## config.mk

```make
export PLATFORM = sky130hd
export DESIGN_NAME = result_packer
export DESIGN_NICKNAME = d
export VERILOG_FILES = /design/src/rtl/result_packer_pkg.sv /design/src/rtl/result_packer.sv
export SDC_FILE = /design/constraint.sdc
export NUM_CORES = 1
export LEC_CHECK = 0
export CAP_MARGIN = 0
export CORE_ASPECT_RATIO = 1.2
export CORE_MARGIN = 3
export CORE_UTILIZATION = 50
export DETAILED_ROUTE_END_ITERATION = 10
export DONT_BUFFER_PORTS = 1
export GPL_TIMING_DRIVEN = 0
export PLACE_DENSITY_LB_ADDON = 0.2
export SYNTH_ARGS = -nofsm -noshare
export SYNTH_HDL_FRONTEND = slang
export SYNTH_SLANG_ARGS = --single-unit
```

## constraint.sdc

```tcl
create_clock -name clk -period 1.7 [get_ports clk]
set_input_delay 0.17 -clock clk [delete_from_list [all_inputs] [get_ports clk]]
set_output_delay 0.17 -clock clk [all_outputs]
set_load 0.03 [all_outputs]
```

## src/rtl/result_packer_pkg.sv

```systemverilog
// rtl/result_packer_pkg.sv - shared widths and FSM encoding for the result packer
package result_packer_pkg;

    localparam int RESULT_W  = 16;
    localparam int PIPE_W    = 32;
    localparam int BURST_LEN = 256;

    typedef enum logic [1:0] {
        ST_RUN   = 2'd0,
        ST_PAD   = 2'd1,
        ST_DRAIN = 2'd2
    } state_t;

endpackage

```

## src/rtl/result_packer.sv

```systemverilog
// rtl/result_packer.sv - packs 16-bit engine results into 32-bit FIFO words, low half first
module result_packer
    import result_packer_pkg::*;
#(
    parameter int DATA_W = RESULT_W,
    parameter int OUT_W  = PIPE_W,
    parameter int CNT_W  = 16
) (
    input  logic              clk,
    input  logic              rst,
    input  logic              in_valid,
    input  logic [DATA_W-1:0] in_data,
    output logic              in_ready,
    input  logic              flush,
    input  logic              fifo_full,
    output logic              fifo_wr_en,
    output logic [OUT_W-1:0]  fifo_din,
    output logic              flush_done,
    output logic [CNT_W-1:0]  word_count,
    output logic              overflow
);

    state_t             r_state;
    state_t             w_state_nxt;
    logic [DATA_W-1:0]  r_lo;
    logic               r_half;
    logic [OUT_W-1:0]   r_out_word;
    logic               r_pend;
    logic [CNT_W-1:0]   r_word_count;
    logic               r_overflow;

    logic               w_write;
    logic               w_accept;
    logic               w_pair;
    logic               w_pad_load;
    logic               w_flush_done;

    // No write may leave in the reset cycle even if a word is still pending.
    assign w_write  = r_pend & ~fifo_full & ~rst;
    assign in_ready = (r_state == ST_RUN) & (~r_half | ~r_pend | ~fifo_full) & ~rst;
    assign w_accept = in_valid & in_ready;
    assign w_pair   = w_accept & r_half;

    always_comb begin
        w_state_nxt  = r_state;
        w_pad_load   = 1'b0;
        w_flush_done = 1'b0;
        case (r_state)
            ST_RUN: begin
                if (flush) begin
                    w_state_nxt = ST_PAD;
                end
            end
            ST_PAD: begin
                if (!r_half) begin
                    w_state_nxt = ST_DRAIN;
                end else if (!r_pend || w_write) begin
                    w_pad_load  = 1'b1;
                    w_state_nxt = ST_DRAIN;
                end
            end
            ST_DRAIN: begin
                if (!r_pend) begin
                    w_flush_done = 1'b1;
                    w_state_nxt  = ST_RUN;
                end
            end
            default: begin
                w_state_nxt = ST_RUN;
            end
        endcase
    end

    always_ff @(posedge clk) begin
        if (rst) begin
            r_state      <= ST_RUN;
            r_lo         <= '0;
            r_half       <= 1'b0;
            r_out_word   <= '0;
            r_pend       <= 1'b0;
            r_word_count <= '0;
            r_overflow   <= 1'b0;
        end else begin
            r_state <= w_state_nxt;

            if (w_accept && !r_half) begin
                r_lo   <= in_data;
                r_half <= 1'b1;
            end

            // A reload in the same cycle as a write keeps the skid entry occupied.
            if (w_pair) begin
                r_out_word <= {in_data, r_lo};
                r_pend     <= 1'b1;
                r_half     <= 1'b0;
            end else if (w_pad_load) begin
                r_out_word <= {{(OUT_W-DATA_W){1'b0}}, r_lo};
                r_pend     <= 1'b1;
                r_half     <= 1'b0;
            end else if (w_write) begin
                r_pend <= 1'b0;
            end

            if (w_write) begin
                r_word_count <= r_word_count + CNT_W'(1);
            end

            if (in_valid && !in_ready) begin
                r_overflow <= 1'b1;
            end
        end
    end

    assign fifo_wr_en = w_write;
    assign fifo_din   = r_out_word;
    assign flush_done = w_flush_done & ~rst;
    assign word_count = r_word_count;
    assign overflow   = r_overflow;

endmodule

```

==> flow_summary.toml <==
[status]
outcome = "finished, final reports clean"

[min_path]
hp-start = "in_valid"
hold_depth = 2
whs_endpoint = "r_half"
hp-class = "input pin to flop"

[layout]
final_cell_area_um2 = 3150
seq_area_um2 = 1410
multi_input_area_um2 = 1200
antenna_cells = 0
final_cells = 364
fillers = 412
nets = 321
drive_above_1_share = 0.171
area_growth_pct = 20.9

[timing]
skew_ns = 0.00912
fin_crit_sh = 0.958
finalSetupViolations = 0
period_needed_ns = 1.63
slew_headroom = 0.582
finalHoldViolCount = 0
maxSlewViolCount = 0
clock.fmax_ghz = 0.614
tightest_slew_ns = 0.625
holdWs_ns = 0.0293
rsz0062_at_grt = "no"
fin_ws_ns = 0.0712
tns_ns = 0

[worst_setup_path]
critPathRequiredTime_ns = 1.53
startpoint = "r_half"
worstReg2RegEnd = "word_count[15]"
r2r_slack_ns = 0.07
rr_worst_depth = 4
worstPathArrival_ns = 1.46
path_max_fanout = 5
r2r_start = "word_count[7]"
startpoint_type = "flop"
critPathCaptureType = "output port"
worst-setup-path-type = "flop to output port"

[floorplan]
core-area_um2 = 4970
rows = 28
start_util = 0.523
dieArea_um2 = 6110
top_level_ports = 73
die_width_um = 71.8
die_h_um = 85.0

[clock_tree]
clock_latency_ns = 0.34
htree_levels = 3
numCtsBuffers = 9
clk_path_buf_depth = 2
cts_sinks = 69
cts_tree = "yes"
root_buffer = "clkbuf_8"
clkTransAtPathRegs_ns = 0.07

[logic_synthesis]
synth_top_area_frac = 0.531
synthDistinctLibCells = 36
syn_inst = 272
synthTopCellsByCount = "69 x dfxtp_1, 41 x nand2_1, 34 x nor2_1"
synth_most_common_cell = "dfxtp_1"
ys_async_sr_fraction = 0
synth_top_area_cell = "dfxtp_1"
synth_ff_type = "dfxtp_1"
synth_seq_cells = 69
seq_area_frac_synth = 0.531
syn_avg_cell_area_um2 = 9.56
synth_area_leaders = "dfxtp_1 53%, mux2i_1 7.3%, nand2_1 5.9%, a22o_1 5.4%, nor2_1 4.9%"
synth_nets = 294
synth_edf_count = 0
ys_warn_count = 0
syn_area_um2 = 2600

[detailed_routing]
wl_per_cell_um = 15.5
ant_nets = 0
viasPerCell = 5.50
drt_iter0_drc = 67
drtPass1Iterations = 4
vias = 2003
drt-total-wl_um = 5650
drc = 0

[power]
ir_worst_vdd_mv = 0.671
p_per_area_nw_per_um2 = 1020
leakagePower_uw = 0.00130

[flow_run]
drv_cap = 0

[placed_design]
place_hpwl_um = 3760
placed_cells = 332
globalplace.congestion = 0.804
placed_area_um2 = 2680
pre_cts_ws_ns = -0.262
portBuffers = 0

[global_route]
grt_max_degree = 13
grt.total_usage = 0.203
grt_pass1_vias = 1987
antenna_found_initial = 0
grt_pass1_wl_um = 9640
grt_overflow_total = 0
-- through the flow --
step	util	power (uW)
3_3_place_gp	0.539	1930
3_5_place_dp	0.539	1930
5_1_grt	0.632	3360
4_1_cts	0.624	3240
6_report	0.632	3210
2_1_floorplan	-	1890
-- repair_timing --
item / CTS / global route
endpoints found under the hold margin: 34 / 0
endpoints found under the setup margin: 6 / 31
buffers inserted: 0 / 0
gates resized for setup: 16 / 15
hold buffers: 18 / 0
pin swaps: 0 / 3
-- worst max-delay path by stage --
stage                                end  cells past startpoint
after CTS                       in_ready                      3
final                           in_ready                      3
after global placement        flush_done                      3
after detailed placement      flush_done                      3
after floorplan           word_count[15]                      4
after global routing      word_count[12]                      5
-- registers in the layout, summed over array words and instances (netlist names) --
signal / cells
r_half: 1
fifo_din: 32
r_state: 2
r_pend: 1
overflow: 1
word_count: 16
r_lo: 16
-- placed cells by master, fill, tap and decap left out, drive strengths merged, types with 4 or more instances in the layout --
master and n:
a21oi 22, and3 6, clkbuf 17, dlygate4sd3 18
nor4 4, a22o 16, buf 7, nand4 4
mux2i 19, nor3 5, nor2 34, xnor2 7
nor2b 5, nand2 41, dfxtp 69
-- area by class of cell --
class,instances,share of cell area
Multi-Input combinational cell,184,0.382
Tap cell,60,0.0239
Sequential cell,69,0.449
Clock inverter,6,0.0203
Inverter,3,0.00438
Clock buffer,10,0.0406
Buffer,14,0.0223
Timing Repair Buffer,18,0.0573
-- per-layer routing --
layer  global-route usage  vias to the layer above  routed length, um
met2                0.323                       63               2700
li1                     -                      989                  -
met1                0.249                      946               2520
met5                    0                        -                  0
met3               0.0581                        5                345
met4                0.104                        0                 84
-- report_power, final --
group	switching (uW)	internal, uW	total [uW]
Sequential	63.5	1650	1720
Combinational	125	92.6	218
Clock	601	675	1280
-- worst max-delay path, cell delays in order, from the launching register on --
cell and delay, ns:
dfxtp_1 0.35, and3_1 0.21, or4_4 0.45, inv_4 0.12
-- logic make-up (layout without fill, tap and decap cells) --
logic type               after synthesis  in the layout  share of synthesized area
adder cells (fa/ha/maj)                1              1                    0.00481
multiplexers                          21             21                     0.0832
flip-flops                            69             69                      0.531
AO/OA/AOI/OAI                         43             43                      0.109
AND/OR/NAND/NOR                      109            109                      0.205
XOR/XNOR                              10             10                     0.0337
buffers and inverters                 19             51                     0.0332
(Power assumes the default switching activity.)
